==> config.mk <==
export PLATFORM = sky130hd
export DESIGN_NAME = pixel_unpacker_flat
export DESIGN_NICKNAME = d
export VERILOG_FILES = /design/src/rtl/pixel_unpacker_if.sv /design/src/rtl/pixel_unpacker.sv /design/src/flat_wrapper.sv
export SDC_FILE = /design/constraint.sdc
export NUM_CORES = 1
export LEC_CHECK = 0
export ABC_AREA = 0
export ABC_CLOCK_PERIOD_IN_PS = 3400
export BUFFER_PORTS_ARGS = -buffer_cell sky130_fd_sc_hd__buf_2
export CORE_AREA = 2 2 204 126
export CTS_CLUSTER_SIZE = 10
export DETAILED_ROUTE_END_ITERATION = 7
export DIE_AREA = 0 0 206 128
export GPL_TIMING_DRIVEN = 0
export PLACE_DENSITY_LB_ADDON = 0.25
export REMOVE_ABC_BUFFERS = 1
export SLEW_MARGIN = 10
export SYNTH_ARGS = -nofsm -noshare
export SYNTH_HDL_FRONTEND = slang
export SYNTH_SLANG_ARGS = --single-unit
==> constraint.sdc <==
create_clock -name clk -period 3.4 [get_ports clk]
set_clock_uncertainty 0.1 [all_clocks]
set_input_delay 0.68 -clock clk [delete_from_list [all_inputs] [get_ports clk]]
set_output_delay 0.68 -clock clk [all_outputs]
set_load 0.1 [all_outputs]
==> src/rtl/pixel_unpacker_if.sv <==
// pixel_unpacker_if: groups the line-SRAM read port, the line control
// signals and the byte-serial pixel stream of pixel_unpacker.
// The master modport is the unpacker side; the slave modport is the
// environment (SRAM plus downstream consumer plus line sequencer).

`ifndef SRAM_WIDTH
`define SRAM_WIDTH 256
`endif

interface pixel_unpacker_if;
   logic                   pixel_trigger_i;
   logic [11:0]            image_width_i;
   logic                   mem_rd_o;
   logic [8:0]             mem_addr_o;
   logic [`SRAM_WIDTH-1:0] mem_data_i;
   logic [7:0]             pixel_data_o;
   logic                   pixel_valid_o;
   logic                   pixel_ready_i;
   logic                   pixel_trigger_done_o;

   modport master (
      input  pixel_trigger_i, image_width_i, mem_data_i, pixel_ready_i,
      output mem_rd_o, mem_addr_o, pixel_data_o, pixel_valid_o, pixel_trigger_done_o
   );

   modport slave (
      output pixel_trigger_i, image_width_i, mem_data_i, pixel_ready_i,
      input  mem_rd_o, mem_addr_o, pixel_data_o, pixel_valid_o, pixel_trigger_done_o
   );
endinterface

==> src/rtl/pixel_unpacker.sv <==
// pixel_unpacker: reads 256-bit line-SRAM words (8 pixels, 32-bit slots
// R,G,B,dummy) and streams R,G,B bytes under valid/ready.
// Optional macro PIXEL_UNPACK_PREFETCH_EN adds a shadow word register that
// prefetches the next SRAM word so word boundaries cost no bubble cycles.
// All outputs come straight from flops; they are computed from next-state
// values so valid, data and the read strobe line up with the FSM state.

`ifndef SRAM_WIDTH
`define SRAM_WIDTH 256
`endif

module pixel_unpacker #(
   parameter logic [8:0] BASE_ADDR = 9'd0
) (
   input  logic             clk,
   input  logic             rst,
   pixel_unpacker_if.master bus
);
   localparam int SW = `SRAM_WIDTH;

   typedef enum logic [2:0] {IDLE, FETCH, WAIT, STREAM, DONE} state_t;

   state_t        state_q, state_n;
   logic [11:0]   p_q, p_n;
   logic [11:0]   w_q, w_n;
   logic [1:0]    c_q, c_n;
   logic [SW-1:0] word_q, word_n;
   logic          rd_n;
   logic          pf_n;
   logic          xfer;
   logic          last_px;

   logic [7:0]    data_q;
   logic          vld_q;
   logic          done_q;
   logic          rd_q;
   logic [8:0]    addr_q;

`ifdef PIXEL_UNPACK_PREFETCH_EN
   logic [SW-1:0] shadow_q;
   logic          shadow_vld_q;
   logic          pf_rd_q;
   logic          pf_cap_q;
   logic          take_shadow;
`endif

   // Byte lane of pixel slot 'slot', channel 'c' (0=R,1=G,2=B)
   function automatic logic [7:0] sel_byte(input logic [SW-1:0] wd,
                                           input logic [2:0]    slot,
                                           input logic [1:0]    c);
      logic [7:0] idx;
      idx = {slot, 5'd0} + {3'd0, c, 3'd0};
      return wd[idx +: 8];
   endfunction

`ifdef PIXEL_UNPACK_PREFETCH_EN
   // True when the line extends beyond the word whose index is 'word_idx'
   function automatic logic more_after(input logic [8:0]  word_idx,
                                       input logic [11:0] width);
      return {1'b0, width} > ({1'b0, word_idx, 3'd0} + 13'd8);
   endfunction
`endif

   assign bus.mem_rd_o             = rd_q;
   assign bus.mem_addr_o           = addr_q;
   assign bus.pixel_data_o         = data_q;
   assign bus.pixel_valid_o        = vld_q;
   assign bus.pixel_trigger_done_o = done_q;

   // Next-state, counter and word-register selection; trigger low overrides all
   always_comb begin
      state_n = state_q;
      p_n     = p_q;
      c_n     = c_q;
      w_n     = w_q;
      word_n  = word_q;
      rd_n    = 1'b0;
      pf_n    = 1'b0;
`ifdef PIXEL_UNPACK_PREFETCH_EN
      take_shadow = 1'b0;
`endif
      xfer    = (state_q == STREAM) && bus.pixel_ready_i;
      last_px = (p_q == w_q - 12'd1);

      case (state_q)
         IDLE: begin
            if (bus.pixel_trigger_i) begin
               p_n = 12'd0;
               c_n = 2'd0;
               if (bus.image_width_i != 12'd0) begin
                  w_n     = bus.image_width_i;
                  state_n = FETCH;
                  rd_n    = 1'b1;
               end else begin
                  state_n = DONE;
               end
            end
         end
         FETCH: state_n = WAIT;
         WAIT: begin
            word_n  = bus.mem_data_i;
            state_n = STREAM;
`ifdef PIXEL_UNPACK_PREFETCH_EN
            pf_n    = more_after(p_q[11:3], w_q);
`endif
         end
         STREAM: begin
            if (xfer) begin
               if (c_q == 2'd2) begin
                  c_n = 2'd0;
                  p_n = p_q + 12'd1;
                  if (last_px) begin
                     state_n = DONE;
                  end else if (p_q[2:0] == 3'd7) begin
`ifdef PIXEL_UNPACK_PREFETCH_EN
                     if (shadow_vld_q) begin
                        word_n      = shadow_q;
                        take_shadow = 1'b1;
                        pf_n        = more_after(p_n[11:3], w_q);
                     end else begin
                        state_n = FETCH;
                        rd_n    = 1'b1;
                     end
`else
                     state_n = FETCH;
                     rd_n    = 1'b1;
`endif
                  end
               end else begin
                  c_n = c_q + 2'd1;
               end
            end
         end
         DONE:    state_n = DONE;
         default: state_n = IDLE;
      endcase

      if (!bus.pixel_trigger_i) begin
         state_n = IDLE;
         p_n     = 12'd0;
         c_n     = 2'd0;
         rd_n    = 1'b0;
         pf_n    = 1'b0;
`ifdef PIXEL_UNPACK_PREFETCH_EN
         take_shadow = 1'b0;
`endif
      end
   end

   // Control state and registered outputs, all derived from next-state values
   always_ff @(posedge clk) begin
      if (rst) begin
         state_q <= IDLE;
         p_q     <= 12'd0;
         c_q     <= 2'd0;
         w_q     <= 12'd0;
         vld_q   <= 1'b0;
         done_q  <= 1'b0;
         rd_q    <= 1'b0;
         addr_q  <= BASE_ADDR;
         data_q  <= 8'd0;
      end else begin
         state_q <= state_n;
         p_q     <= p_n;
         c_q     <= c_n;
         w_q     <= w_n;
         vld_q   <= (state_n == STREAM);
         done_q  <= (state_n == DONE);
         rd_q    <= rd_n | pf_n;
         addr_q  <= BASE_ADDR + p_n[11:3] + {8'd0, pf_n};
         data_q  <= (state_n == STREAM) ? sel_byte(word_n, p_n[2:0], c_n) : 8'd0;
      end
   end

   // Current word holding register (data path, no reset needed)
   always_ff @(posedge clk) begin
      word_q <= word_n;
   end

`ifdef PIXEL_UNPACK_PREFETCH_EN
   // Prefetch tracking: read issued, data due next cycle, shadow holds next word
   always_ff @(posedge clk) begin
      if (rst || !bus.pixel_trigger_i) begin
         pf_rd_q      <= 1'b0;
         pf_cap_q     <= 1'b0;
         shadow_vld_q <= 1'b0;
      end else begin
         pf_rd_q  <= pf_n;
         pf_cap_q <= pf_rd_q;
         if (pf_cap_q) begin
            shadow_vld_q <= 1'b1;
         end else if (take_shadow) begin
            shadow_vld_q <= 1'b0;
         end
      end
   end

   // Shadow word capture, one cycle after the prefetch strobe
   always_ff @(posedge clk) begin
      if (pf_cap_q) begin
         shadow_q <= bus.mem_data_i;
      end
   end
`endif

endmodule

==> src/flat_wrapper.sv <==
// flat-port wrapper written by rule: the top's interface ports become plain ports
module pixel_unpacker_flat 
#(
   parameter logic [8:0] BASE_ADDR = 9'd0
)
  (clk, rst, bus_pixel_trigger_i, bus_image_width_i, bus_mem_data_i, bus_pixel_ready_i, bus_mem_rd_o, bus_mem_addr_o, bus_pixel_data_o, bus_pixel_valid_o, bus_pixel_trigger_done_o);
  pixel_unpacker_if bus_i ();
  input  logic clk;
  input  logic rst;
  input wire logic [$bits(bus_i.pixel_trigger_i)-1:0] bus_pixel_trigger_i;
  input wire logic [$bits(bus_i.image_width_i)-1:0] bus_image_width_i;
  input wire logic [$bits(bus_i.mem_data_i)-1:0] bus_mem_data_i;
  input wire logic [$bits(bus_i.pixel_ready_i)-1:0] bus_pixel_ready_i;
  output wire logic [$bits(bus_i.mem_rd_o)-1:0] bus_mem_rd_o;
  output wire logic [$bits(bus_i.mem_addr_o)-1:0] bus_mem_addr_o;
  output wire logic [$bits(bus_i.pixel_data_o)-1:0] bus_pixel_data_o;
  output wire logic [$bits(bus_i.pixel_valid_o)-1:0] bus_pixel_valid_o;
  output wire logic [$bits(bus_i.pixel_trigger_done_o)-1:0] bus_pixel_trigger_done_o;
  assign bus_i.pixel_trigger_i = bus_pixel_trigger_i;
  assign bus_i.image_width_i = bus_image_width_i;
  assign bus_i.mem_data_i = bus_mem_data_i;
  assign bus_i.pixel_ready_i = bus_pixel_ready_i;
  assign bus_mem_rd_o = bus_i.mem_rd_o;
  assign bus_mem_addr_o = bus_i.mem_addr_o;
  assign bus_pixel_data_o = bus_i.pixel_data_o;
  assign bus_pixel_valid_o = bus_i.pixel_valid_o;
  assign bus_pixel_trigger_done_o = bus_i.pixel_trigger_done_o;
  pixel_unpacker #(.BASE_ADDR(BASE_ADDR)) u_core (.clk(clk), .rst(rst), .bus(bus_i));
endmodule
==> implementation parameters, run 1 <==
Parameter                              Value

Floorplan
  Total die area ... ~26,000 sq um
  Die Wd ... 206 um
  Height of the die ... ~130 um
  Number of cell rows ... 45
  Top Ports ... between 200 and 300
  Starting density of the core ... 0.535
  Floorplan core area ... roughly 25,000 sq um

Worst setup path
  CP max FO ... 21
  Total buffers and inverters traversed by the critical path ... 4
  Crit path capture type ... register
  CP dominant cell by count ... buf_8
  Sort of element at the start of the critical path ... register
  Setup slack of the most critical reg-to-reg path ... ~0.21 ns
  Worst Reg-to-Reg Cells ... 9
  CP max stage cell ... o311ai_1
  RR Startpoint ... u_core.state_q[1]$_SDFF_PP0_
  Cell type group with the largest total delay on the critical path ... buffers and inverters
  Crit path from ... u_core.state_q[1]$_SDFF_PP0_
  Critical Path Max Stage Delay ... 0.57 ns
  Reg-to-reg endpoint ... u_core.bus.pixel_data_o[0]$_SDFF_PP0_
  Cell chain of the critical path ... nor3b_4 -> buf_12 -> buf_8 -> buf_8 -> buf_16 -> mux4_2 -> and2_1 -> o311ai_1 -> o22ai_1
  Crit path required time ... 3.66 ns
  Arrival time of data at the critical path endpoint ... roughly 3.5 ns
  Crit Path Class ... reg -> reg

Global route
  GRT Util Overall ... 0.301
  Number of global-route vias before repair ... 11,400
  Global-route wire length before repair ... roughly 60,000 um
  Grt ovf ... 0
  Largest net degree at the start of global routing ... 73
  Number of antenna violations at the first check in global routing ... 17

Clocking
  Clock-pin slew of the registers on the worst-case setup and hold paths ... 0.05 ns
  TritonCTS clock tree ... built
  CTS buffer count ... 35
  CTS sink cnt ... just under 300
  Cts-stage hold buffer count ... 0
  Level count of the clock H-tree ... 2
  Clk Latency, worst-skew pair ... 0.51 ns
  Root Driver ... clkbuf_16
  Clk buf depth ... 3

Placed design
  GP Congestion ... around 0.9
  DP Wirelength ... 28,100 um
  Input/output buffers ... 291
  Area of placed instances ... between 15,000 and 20,000 sq um

Logic synthesis
  Yosys warning count ... 0
  Synthesized cell area ... 13,200 sq um
  Number of enable-type register cells in the synthesized netlist ... 0
  Synth async-reset ratio ... 0
  Synth Flop Type ... dfxtp_1
  Post-synthesis area per instance ... 8.04 sq um
  Part of the Yosys area used for sequential elements ... 0.449
  Post-Syn Instances ... 1,642
  Number of synthesized register bits ... 296
  Cell variety after synth ... 79

Timing
  Slew at the pin closest to its max-slew limit ... 0.893 ns
  Max-slew headroom at the worst pin ... 0.402
  Hold violation total from the final report ... 0
  Setup repair after global routing missed its margin ... no
  Total negative setup slack ... 0 ns
  Post-route fraction of the period consumed by the critical path ... 0.939
  Clock period minus final worst setup slack ... 3.19 ns
  Number of max-slew violations in the final report ... 0
  Max frequency ... 0.313 GHz
  Number of endpoints failing setup at the final stage ... 0

Drt
  Routed Antenna Nets ... 0
  Detailed-routing iteration count for the pre-antenna-repair pass ... 5
  DRT Wirelength ... 40,300 um
  Vias/cell ... about 5.4
  DR vias ... 12,100
  DRC violations left ... 0
  Iter 0 DRT Violations ... 1,026
  Average routed wire per standard cell ... roughly 18 um

Min path
  Endpoint of the worst hold-timing path ... u_core.word_q[114]$_DFF_P_
  Cell count of the worst hold path ... 3
  Hold path start ... bus_mem_data_i[114]
  Worst min-delay path category ... in -> reg

Finish
  Commonest non-fill, non-tap cell in the layout ... nand2_1
  Final #Nets ... 2,166
  Most frequent cells in the layout ... nand2_1, dfxtp_1, buf_2
  Filler cell count ... about 2,200
  Proportion of layout cells with a drive suffix above 1 ... 0.222
  Layout Cell Area excl Fill ... 16,100 sq um
  Area grow syn2layout ... 21.8%

Pwr
  Power density over cell area ... 606 nW/um^2
  Total Power Consumption ... 9.75 mW
  Static leakage power ... 7.53 nW
  Peak ir drop on the vdd network ... 0.407 mV

Run
  Count of maximum capacitance violations ... 0

Run status
  Run status ... completed
[worst max path at each step]
stage	slack, ns	depth (start not counted)	to
2_1_floorplan	-7.38	7	u_core.bus.pixel_data_o[0]$_SDFF_PP0_
3_3_place_gp	-12.13	7	u_core.bus.pixel_data_o[1]$_SDFF_PP0_
3_5_place_dp	-0.40	7	u_core.bus.pixel_data_o[2]$_SDFF_PP0_
4_1_cts	-0.01	7	u_core.bus.pixel_data_o[1]$_SDFF_PP0_
5_1_grt	0.06	9	u_core.bus.pixel_data_o[0]$_SDFF_PP0_
6_report	0.21	9	u_core.bus.pixel_data_o[0]$_SDFF_PP0_
[layer usage]
layer / global-route usage / routed length (um)
met1: 0.428 / 18700
met3: 0.0935 / 4070
met2: 0.434 / 16700
met5: 0 / 65
met4: 0.0941 / 758
[cell usage after synthesis (all sizes together) (3+ instances only)]
| master | number | area, sq um |
|---|---|---|
| mux2i | 88 | 881 |
| a21oi | 13 | 65.1 |
| o211ai | 26 | 195 |
| xor2 | 7 | 61.3 |
| or3 | 22 | 138 |
| and2 | 15 | 93.8 |
| o311ai | 30 | 263 |
| and3 | 5 | 31.3 |
| a21o | 5 | 38.8 |
| clkbuf | 31 | 116 |
| xnor2 | 10 | 87.6 |
| o21a | 9 | 67.6 |
| a211oi | 4 | 30.0 |
| nor2 | 82 | 328 |
| nand2b | 5 | 31.3 |
| inv | 14 | 52.6 |
| nor3 | 16 | 85.1 |
| nand2 | 718 | 2700 |
| a22oi | 27 | 203 |
| nand3 | 18 | 90.1 |
| o22ai | 8 | 50.1 |
| nor4 | 9 | 77.6 |
| nand4 | 5 | 31.3 |
| dfxtp | 296 | 5930 |
| o21ai | 18 | 93.8 |
| buf | 78 | 429 |
| nand4b | 3 | 26.3 |
| mux2 | 23 | 259 |
| mux4 | 15 | 338 |
| nand3b | 5 | 50.1 |
| ha | 3 | 37.5 |
[metrics by stage]
stage               utilization  hold slack, ns  instances  setup slack, ns
finish                    0.652           0.266       2234            0.208
CTS                       0.649           0.249       2220          -0.0108
global route              0.652           0.261       2231           0.0627
detailed placement        0.609           0.330       2178           -0.399
floorplan                     -           0.314       1533            -7.38
global placement          0.589           0.324       2153           -12.13
[final cells by class]
type                       instances  area [sq um]  area share
clock buffer                      38           930      0.0578
sequential                       296          5930       0.369
multi-input combinational       1224          6780       0.421
clock inverter                     1          5.00    0.000311
inverter                          14          52.6     0.00327
antenna                           12          30.0     0.00187
tap                              329           412      0.0256
timing repair buffer             320          1950       0.121
[power by group]
group | internal (mW) | switching (mW)
sequential | 4.36 | 0.264
combinational | 0.806 | 1.05
clock | 1.91 | 1.36
[sequential cells by signal (all words and copies together), names as in the netlist]
| signal | cells |
|---|---|
| u_core.state_q | 3 |
| u_core.c_q | 2 |
| u_core.bus.pixel_trigger_done_o | 1 |
| u_core.w_q | 12 |
| u_core.bus.pixel_valid_o | 1 |
| u_core.p_q | 3 |
| u_core.bus.mem_addr_o | 9 |
| u_core.word_q | 256 |
| u_core.bus.pixel_data_o | 8 |
| u_core.bus.mem_rd_o | 1 |
[what timing repair did]
item | in CTS | in global routing
setup buffers | 3 | 1
gates cloned | 0 | 1
pin swaps | 0 | 3
setup endpoints to repair | 8 | 8
endpoints found under the hold margin | 0 | 0
resized for setup | 6 | 7
[kinds of logic after synthesis]
group / count (synthesis) / synth area share
buf+inv: 123 / 0.0453
xor+xnor: 17 / 0.0113
simple gates: 916 / 0.288
flops: 296 / 0.449
compound gates: 161 / 0.0915
mux: 126 / 0.112
fa+ha+maj: 3 / 0.00284
[worst reg2reg max path, delay by kind of cell, from the launching register on]
| kind | cells | cell delay, ns |
|---|---|---|
| DFF | 1 | 0.53 |
| muxes | 1 | 0.51 |
| buffers and inverters | 4 | 0.73 |
| AOI/OAI and AO/OA | 2 | 0.70 |
| and+or+nand+nor | 2 | 0.49 |
(Power assumes the default switching activity.)
==> run 2: changes to the inputs <==
- MAX_ROUTING_LAYER: default -> met4
- TNS_END_PERCENT: default -> 30
==> run 2 against run 1 <==
Against the previous run: highest routed layer is now met4; maximum frequency down 4.1%; global-route usage up 0.87 points; sequential power about the same; sequential share of layout area down 0.15 points; setup slack worse by 0.14 ns; via count down 0.38%.
==> implementation parameters, run 2 (synthesis results as in run 1) <==
Parameter                              Value

Drt
  Average routed wire per standard cell ... 17.8 um (-1.5%)
  DR vias ... 12,100 (-0.38%)
  DRC violations left ... 0 (unchanged)
  DRT Wirelength ... 39,900 um (-1.1%)
  Routed Antenna Nets ... 0 (unchanged)
  Iter 0 DRT Violations ... 878 (-14%)
  Detailed-routing iteration count for the pre-antenna-repair pass ... 5 (unchanged)
  Vias/cell ... 5.39 (-0.78%)

Run status
  Run status ... completed

Min path
  Endpoint of the worst hold-timing path ... u_core.word_q[121]$_DFF_P_
  Worst min-delay path category ... in -> reg
  Cell count of the worst hold path ... 3 (unchanged)
  Hold path start ... bus_mem_data_i[121]

Worst setup path
  Reg-to-reg endpoint ... u_core.bus.pixel_data_o[2]$_SDFF_PP0_
  Setup slack of the most critical reg-to-reg path ... 0.07 ns (-0.14 ns)
  Cell type group with the largest total delay on the critical path ... compound AO/OA/AOI/OAI gates
  RR Startpoint ... u_core.state_q[2]$_SDFF_PP0_
  Cell chain of the critical path ... nand4bb_1 -> nor3_1 -> o21ai_2 -> nor2_2 -> buf_8 -> a222oi_1 -> nand3_1 -> o22ai_1
  CP max stage cell ... dfxtp_1
  Crit path required time ... 3.73 ns (+0.07 ns)
  Crit path capture type ... register
  Total buffers and inverters traversed by the critical path ... 1 (-3)
  Arrival time of data at the critical path endpoint ... 3.66 ns (+0.21 ns)
  Sort of element at the start of the critical path ... register
  Crit Path Class ... reg -> reg
  CP max FO ... 16 (-24%)
  Critical Path Max Stage Delay ... 0.76 ns (+0.19 ns)
  Worst Reg-to-Reg Cells ... 8 (-1)

Timing
  Slew at the pin closest to its max-slew limit ... 0.903 ns (+0.0101 ns)
  Number of max-slew violations in the final report ... 0 (unchanged)
  Max frequency ... 0.301 GHz (-4.1%)
  Hold violation total from the final report ... 0 (unchanged)
  Number of endpoints failing setup at the final stage ... 0 (unchanged)
  Clock period minus final worst setup slack ... 3.33 ns (+0.135 ns)
  Final Worst Setup Slack ... 0.0725 ns (-0.135 ns)
  Max-slew headroom at the worst pin ... 0.395 (-0.00674)
  Setup repair after global routing missed its margin ... yes
  Post-route fraction of the period consumed by the critical path ... 0.979 (+0.0398)

Finish
  Top reg by flops ... u_core.word_q
  Fin util ... 0.655 (+0.00249)
  Area grow syn2layout ... 22.3%
  Proportion of layout cells with a drive suffix above 1 ... 0.222 (-0.000528)
  Commonest non-fill, non-tap cell in the layout ... nand2_1
  Fin cells ... 2,243 (+0.40%)
  Layout Cell Area excl Fill ... 16,100 sq um (+0.38%)
  Filler cell count ... 2,143 (-0.92%)
  Max FFs per register ... 256 (unchanged)
  Most frequent cells in the layout ... nand2_1, dfxtp_1, buf_2
  Final #Nets ... 2,165 (-0.046%)

Placed design
  GP Congestion ... 0.866 (-0.90%)
  Area of placed instances ... 15,100 sq um (+0.46%)
  Pre-CTS setup slack ... -0.288 ns (+0.111 ns)
  Input/output buffers ... 291 (unchanged)
  Number of instances in the placed design ... 2,181 (+0.14%)
  DP Wirelength ... 28,300 um (+0.72%)

Clocking
  Clk buf depth ... 3 (unchanged)
  TritonCTS clock tree ... built
  Clock-pin slew of the registers on the worst-case setup and hold paths ... 0.06 ns (about the same)
  CTS buffer count ... 35 (unchanged)
  Root Driver ... clkbuf_16
  Level count of the clock H-tree ... 2 (unchanged)
  Clk Latency, worst-skew pair ... 0.51 ns (about the same)
  Cts-stage hold buffer count ... 0 (unchanged)
  CTS sink cnt ... 296 (unchanged)

Floorplan
  Starting density of the core ... 0.535 (unchanged)
  Top Ports ... 292 (unchanged)
  Number of cell rows ... 45 (unchanged)
  Total die area ... 26,400 sq um (unchanged)
  Height of the die ... 128 um (unchanged)
  Floorplan core area ... 24,700 sq um (unchanged)
  Die Wd ... 206 um (unchanged)

Pwr
  Peak ir drop on the vdd network ... 0.412 mV (+1.2%)
  Static leakage power ... 7.54 nW (+0.14%)
  Power density over cell area ... 606 nW/um^2 (about the same)

Run
  Count of maximum capacitance violations ... 0 (unchanged)

Global route
  Grt ovf ... 0 (unchanged)
  GRT Util Overall ... 0.310 (+0.00872)
  Number of antenna violations at the first check in global routing ... 21 (+4)
  Number of global-route vias before repair ... 11,600 (+1.8%)
  Largest net degree at the start of global routing ... 65 (-11%)
  Global-route wire length before repair ... 61,500 um (about the same)
-- run 2: through the flow --
step           hold slack (ns)  TNS [ns]  power, mW
2_1_floorplan            0.314  -1604.48       5.93
3_3_place_gp             0.325  -2721.05       6.43
4_1_cts                  0.255         0       9.80
5_1_grt                  0.274   -0.0422       10.3
3_5_place_dp             0.331     -1.16       6.50
6_report                 0.270         0       9.77
-- run 2: worst reg2reg max path, delay by kind of cell (launching register included) --
| kind | cells | cell delay [ns] |
|---|---|---|
| AOI/OAI and AO/OA | 3 | 1.22 |
| DFF | 1 | 0.76 |
| buffers and inverters | 1 | 0.24 |
| and+or+nand+nor | 4 | 0.95 |
-- run 2: timing repair --
| item | in CTS | in global routing |
|---|---|---|
| cloned | 0 | 0 |
| setup buffers | 0 | 1 |
| resized for setup | 8 | 4 |
| pin swaps | 0 | 1 |
| endpoints found under the setup margin | 8 | 7 |
-- run 2: cell type report --
class                      instances  area [sq um]  share of cell area
antenna                           21          52.6             0.00326
timing repair buffer             320          1980               0.123
inverter                          14          52.6             0.00326
multi-input combinational       1223          6770               0.419
clock buffer                      40           947              0.0587
sequential                       296          5930               0.367
tap                              329           412              0.0255
-- run 2: how the worst max path moves through the flow --
stage | start | to | slack [ns] | cells past startpoint
2_1_floorplan | u_core.state_q[1]$_SDFF_PP0_ | u_core.bus.pixel_data_o[0]$_SDFF_PP0_ | -7.38 | 7
3_3_place_gp | u_core.state_q[2]$_SDFF_PP0_ | u_core.bus.pixel_data_o[1]$_SDFF_PP0_ | -12.21 | 7
3_5_place_dp | u_core.state_q[2]$_SDFF_PP0_ | u_core.bus.pixel_data_o[2]$_SDFF_PP0_ | -0.29 | 7
4_1_cts | u_core.state_q[2]$_SDFF_PP0_ | u_core.bus.pixel_data_o[0]$_SDFF_PP0_ | 0.02 | 9
5_1_grt | u_core.state_q[2]$_SDFF_PP0_ | u_core.bus.pixel_data_o[2]$_SDFF_PP0_ | -0.04 | 8
6_report | u_core.state_q[2]$_SDFF_PP0_ | u_core.bus.pixel_data_o[2]$_SDFF_PP0_ | 0.07 | 8
-- run 2: power breakdown --
| part | switching [mW] | internal [mW] |
|---|---|---|
| logic | 1.05 | 0.809 |
| clock network | 1.35 | 1.94 |
| registers | 0.268 | 4.36 |
| total | 2.67 | 7.11 |
-- run 2: per-layer routing --
| layer | part of all wire | GRT usage |
|---|---|---|
| met5 | 0 | - |
| met4 | 0.016 | 0.0849 |
| met3 | 0.097 | 0.0943 |
| met2 | 0.42 | 0.444 |
| met1 | 0.46 | 0.422 |
